### src/rtl/serial_subtractor_if.sv
// Operand/result handshake bundle for the bit-serial subtractor.
interface serial_subtractor_if #(
  parameter int unsigned WIDTH = 4
);
  logic             in_valid;
  logic             in_ready;
  logic [WIDTH-1:0] A;
  logic [WIDTH-1:0] B;
  logic             out_valid;
  logic             out_ready;
  logic [WIDTH-1:0] Diff;
  logic             Borrow;

  modport master (
    output in_valid, A, B, out_ready,
    input  in_ready, out_valid, Diff, Borrow
  );

  modport slave (
    input  in_valid, A, B, out_ready,
    output in_ready, out_valid, Diff, Borrow
  );
endinterface

### src/rtl/serial_subtractor.sv
// Bit-serial two's-complement subtractor: Diff = A - B over WIDTH cycles,
// LSB first, one full-subtractor cell plus a borrow flop.
module serial_subtractor #(
  parameter int unsigned WIDTH = 4
) (
  input  logic               clk,
  input  logic               rst,
  serial_subtractor_if.slave bus
);

  localparam int unsigned CW = (WIDTH > 1) ? $clog2(WIDTH) : 1;
  localparam logic [CW-1:0] LAST_BIT = CW'(WIDTH - 1);

  typedef enum logic [1:0] {
    IDLE  = 2'd0,
    SHIFT = 2'd1,
    DONE  = 2'd2
  } state_t;

  state_t           state_q;
  state_t           state_d;
  logic             in_ready_q;
  logic             out_valid_q;
  logic [WIDTH-1:0] a_q;
  logic [WIDTH-1:0] b_q;
  logic [WIDTH-1:0] res_q;
  logic [WIDTH-1:0] diff_q;
  logic             borrow_q;
  logic             bw_q;
  logic [CW-1:0]    cnt_q;

  logic             accept;
  logic             shift_en;
  logic             last;
  logic             d_bit;
  logic             bo_bit;

  // Full-subtractor cell on the current operand LSBs and the borrow flop.
  always_comb begin
    d_bit  = a_q[0] ^ b_q[0] ^ bw_q;
    bo_bit = (~a_q[0] & b_q[0]) | (~(a_q[0] ^ b_q[0]) & bw_q);
  end

  // Next-state and datapath control decode.
  always_comb begin
    state_d  = state_q;
    accept   = 1'b0;
    shift_en = 1'b0;
    last     = 1'b0;
    case (state_q)
      IDLE: begin
        if (bus.in_valid) begin
          accept  = 1'b1;
          state_d = SHIFT;
        end
      end
      SHIFT: begin
        shift_en = 1'b1;
        if (cnt_q == LAST_BIT) begin
          last    = 1'b1;
          state_d = DONE;
        end
      end
      DONE: begin
        if (bus.out_ready) begin
          state_d = IDLE;
        end
      end
      default: state_d = IDLE;
    endcase
  end

  // State register with registered handshake flags derived from next state.
  always_ff @(posedge clk or posedge rst) begin
    if (rst) begin
      state_q     <= IDLE;
      in_ready_q  <= 1'b1;
      out_valid_q <= 1'b0;
    end else begin
      state_q     <= state_d;
      in_ready_q  <= (state_d == IDLE);
      out_valid_q <= (state_d == DONE);
    end
  end

  // Operand shift registers, borrow flop, bit counter and result capture.
  always_ff @(posedge clk or posedge rst) begin
    if (rst) begin
      a_q      <= '0;
      b_q      <= '0;
      res_q    <= '0;
      bw_q     <= 1'b0;
      cnt_q    <= '0;
      diff_q   <= '0;
      borrow_q <= 1'b0;
    end else if (accept) begin
      a_q   <= bus.A;
      b_q   <= bus.B;
      res_q <= '0;
      bw_q  <= 1'b0;
      cnt_q <= '0;
    end else if (shift_en) begin
      a_q   <= {1'b0, a_q[WIDTH-1:1]};
      b_q   <= {1'b0, b_q[WIDTH-1:1]};
      res_q <= {d_bit, res_q[WIDTH-1:1]};
      bw_q  <= bo_bit;
      if (last) begin
        diff_q   <= {d_bit, res_q[WIDTH-1:1]};
        borrow_q <= bo_bit;
      end else begin
        cnt_q <= cnt_q + CW'(1);
      end
    end
  end

  assign bus.in_ready  = in_ready_q;
  assign bus.out_valid = out_valid_q;
  assign bus.Diff      = diff_q;
  assign bus.Borrow    = borrow_q;

endmodule
### src/flat_wrapper.sv
// flat-port wrapper written by rule: the top's interface ports become plain ports
module serial_subtractor_flat 
#(
  parameter int unsigned WIDTH = 4
)
  (clk, rst, bus_in_valid, bus_A, bus_B, bus_out_ready, bus_in_ready, bus_out_valid, bus_Diff, bus_Borrow);
  serial_subtractor_if #(.WIDTH(WIDTH)) bus_i ();
  input  logic clk;
  input  logic rst;
  input wire logic [$bits(bus_i.in_valid)-1:0] bus_in_valid;
  input wire logic [$bits(bus_i.A)-1:0] bus_A;
  input wire logic [$bits(bus_i.B)-1:0] bus_B;
  input wire logic [$bits(bus_i.out_ready)-1:0] bus_out_ready;
  output wire logic [$bits(bus_i.in_ready)-1:0] bus_in_ready;
  output wire logic [$bits(bus_i.out_valid)-1:0] bus_out_valid;
  output wire logic [$bits(bus_i.Diff)-1:0] bus_Diff;
  output wire logic [$bits(bus_i.Borrow)-1:0] bus_Borrow;
  assign bus_i.in_valid = bus_in_valid;
  assign bus_i.A = bus_A;
  assign bus_i.B = bus_B;
  assign bus_i.out_ready = bus_out_ready;
  assign bus_in_ready = bus_i.in_ready;
  assign bus_out_valid = bus_i.out_valid;
  assign bus_Diff = bus_i.Diff;
  assign bus_Borrow = bus_i.Borrow;
  serial_subtractor #(.WIDTH(WIDTH)) u_core (.clk(clk), .rst(rst), .bus(bus_i));
endmodule
### config.mk
export PLATFORM = sky130hd
export DESIGN_NAME = serial_subtractor_flat
export DESIGN_NICKNAME = d
export VERILOG_FILES = /design/src/rtl/serial_subtractor_if.sv /design/src/rtl/serial_subtractor.sv /design/src/flat_wrapper.sv
export SDC_FILE = /design/constraint.sdc
export NUM_CORES = 1
export LEC_CHECK = 0
export ABC_AREA = 1
export CAP_MARGIN = 20
export CORE_ASPECT_RATIO = 0.9
export CORE_MARGIN = 4
export CORE_UTILIZATION = 25
export DETAILED_ROUTE_END_ITERATION = 10
export REMOVE_ABC_BUFFERS = 1
export SLEW_MARGIN = 25
export SYNTH_ARGS = -nofsm -noshare
export SYNTH_HDL_FRONTEND = slang
export SYNTH_SLANG_ARGS = --single-unit
### constraint.sdc
create_clock -name clk -period 2 [get_ports clk]
set_clock_uncertainty 0.1 [all_clocks]
set_input_delay 0.4 -clock clk [delete_from_list [all_inputs] [get_ports clk]]
set_output_delay 0.4 -clock clk [all_outputs]
set_load 0.01 [all_outputs]
==> flow_metrics.py <==
metrics = {
    "run_status": {
        "status": "finished clean",
    },
    "die": {
        "die_area_mm2": 0.00501,
        "core_mm2": 0.00376,
        "die_y_um": 67.5,
        "num_rows": 21,
        "initial_core_util_pct": 26.2,
        "die_w_um": 74.2,
        "ios": 19,
    },
    "power": {
        "cellPowerDensity_mw_per_mm2": 1390,
        "vdd_ir_drop_max_uv": 435,
        "power.leakage_nw": 0.643,
    },
    "synth": {
        "avgSynthCellArea_um2": 8.71,
        "ys_seq_elements": 23,
        "synth_top_cell_by_area": "dfrtp_1",
        "yosys-top-cells-area": "dfrtp_1 (56%), nand2_1 (19%), nand3_1 (9.1%), inv_1 (3.4%), dfstp_2 (2.7%)",
        "netlist_area_um2": 985,
        "ys_seq_area_share_pct": 58.6,
        "synth.top_cell.area_share_pct": 55.9,
        "yosys_warnings": 0,
        "synthCells": 113,
        "ys_types": 15,
    },
    "finish": {
        "insertedDiodeCount": 0,
        "stdcell_count": 180,
        "fillers": 386,
        "layout-drive-gt1-share_pct": 7.46,
        "layout.nets": 149,
        "area_delta_synth_final_pct": 28.2,
    },
    "global_routing": {
        "first_global_vias": 776,
        "grt_pass1_wl_mm": 3.61,
        "gr-total-overflow": 0,
        "antenna_found_initial": 0,
        "grt_max_degree": 24,
        "track_usage_pct": 9.56,
    },
    "critical_path": {
        "cp.depth": 1,
        "worstSetupEndpointType": "primary output",
        "startpoint": "u_core.bus.in_ready",
        "r2r_start": "u_core.state_q[1]",
        "worstPathRequired_ps": 1500,
        "critical_path.cell_chain": "clkdlybuf4s50_1",
        "crit_fanout": 1,
        "crit_type": "flip-flop to primary output",
        "cp-start-kind": "flip-flop",
        "r2r_cells": 6,
        "cp_slowest_cell": "dfstp_2",
        "arrival_ps": 1300,
        "cp.buffers_inverters": 1,
        "max_stage_delay_ps": 520,
        "cp_top_family": "flip-flops",
    },
    "clock_network": {
        "path_clk_slew_ps": 70,
        "root_buffer": "clkbuf_8",
        "clock_latency_ps": 260,
        "ctsHoldBuffers": 0,
        "ctsResizeCount": 0,
        "post_cts_buffers": 0,
        "cts.path.max_buffers": 2,
        "numCtsBuffers": 3,
        "cts_tree": "done",
        "cts_sinks": 23,
        "cts_max_level": 1,
    },
    "sta": {
        "setup_viol": 0,
        "period_share_pct": 89.9,
        "worst_slew_pin_slew_ps": 517,
        "fin_setup_tns_ps": 0,
        "finalMaxSlewViolations": 0,
        "grt_setup_unrepaired": "false",
        "fmax_ghz": 0.556,
        "hold_viol": 0,
        "finalCriticalPeriod_ps": 1800,
        "slew-limit-headroom_pct": 65.5,
    },
    "flow_run": {
        "maxCapViolCount": 0,
    },
    "place": {
        "placedCellCount": 176,
        "dp_hpwl_mm": 1.45,
        "place.gp.congestion": 0.703,
        "io_buffers": 18,
    },
    "route": {
        "dr.pass1.iters": 4,
        "drc": 0,
        "drtIter0Drc": 26,
        "avgViaCountPerCell": 4.26,
        "ant_nets": 0,
        "vias": 766,
        "drt_wl_total_mm": 1.94,
        "routedWlPerCell_um": 10.8,
    },
    "worst_hold_path": {
        "hold_depth": 2,
        "min_path_type": "flip-flop to flip-flop",
        "min_from": "u_core.bus.Diff[3]",
    },
}
-- layer usage --
| layer | up-vias | GRT usage, % | routed length, um |
|---|---|---|---|
| met1 | 345 | 13.0 | 922 |
| li1 | 395 | - | - |
| met3 | 3 | 4.17 | 155 |
| met2 | 23 | 14.2 | 853 |
| met5 | - | 0 | 0 |
| met4 | 0 | 2.04 | 8 |
-- cell type report --
class	count	area, um^2	share of cell area [%]
clock buffers	4	45.0	3.57
inverters	10	37.5	2.97
flip-flops and latches	23	577	45.7
multi-input cells	77	350	27.8
well taps	46	57.6	4.56
repair buffers	20	195	15.5
-- sequential cells by signal, summed over array words and instances (netlist names) --
| signal | cells |
|---|---|
| u_core.a_q | 4 |
| u_core.b_q | 4 |
| u_core.bus.Diff | 4 |
| u_core.res_q | 3 |
| u_core.cnt_q | 2 |
| u_core.state_q | 2 |
| u_core.bus.Borrow | 1 |
| u_core.bus.in_ready | 1 |
| u_core.bus.out_valid | 1 |
| u_core.bw_q | 1 |
-- Yosys cell counts, drive strengths merged --
cell type	instances
buf	3
dfrtp	22
dfstp	1
fa	1
ha	1
inv	10
nand2	51
nand3	18
nand4	1
nor2	3
o21ai	2
-- power breakdown --
| part | leakage (nW) | internal (mW) | switching [mW] |
|---|---|---|---|
| sequential | 0.295 | 0.662 | 0.120 |
| combinational | 0.325 | 0.291 | 0.403 |
| clock | 0.0228 | 0.142 | 0.139 |
-- cell families (layout without fill, tap and decap cells) --
logic type	after synthesis	after routing	synth area share, %
buf+inv	13	34	5.84
simple gates	73	73	30.9
fa+ha+maj	2	2	3.30
flops	23	23	58.6
compound gates	2	2	1.40
-- stage by stage --
stage	hold slack [ps]	utilization, %	worst slack [ps]	power (mW)	cell area [um^2]
floorplan	301	-	803	1.22	965
global placement	355	32.4	396	1.46	1220
detailed placement	363	32.4	356	1.50	1220
CTS	382	33.6	185	1.79	1260
global route	398	33.6	150	1.95	1260
finish	374	33.6	201	1.76	1260
-- worst paths after layout --
path,endpoint,slack (ps)
setup / recovery,bus_in_ready,200
hold / removal,u_core.bus.Diff[3],370
max in group asynchronous,u_core.bus.in_ready,1130
setup reg to reg,u_core.bus.Borrow,580
hold reg to reg,u_core.bus.Diff[3],370
min in group asynchronous,u_core.cnt_q[1],390
-- placed cells by master, fill, tap and decap left out, types with 2 or more instances in the layout --
| cell | instances |
|---|---|
| nor2_2 | 2 |
| buf_4 | 2 |
| dfrtp_1 | 22 |
| inv_1 | 9 |
| nand2_1 | 51 |
| nand3_1 | 18 |
| clkdlybuf4s50_1 | 18 |
| clkbuf_8 | 3 |
No activity file was read; power rests on OpenSTA's default activity.
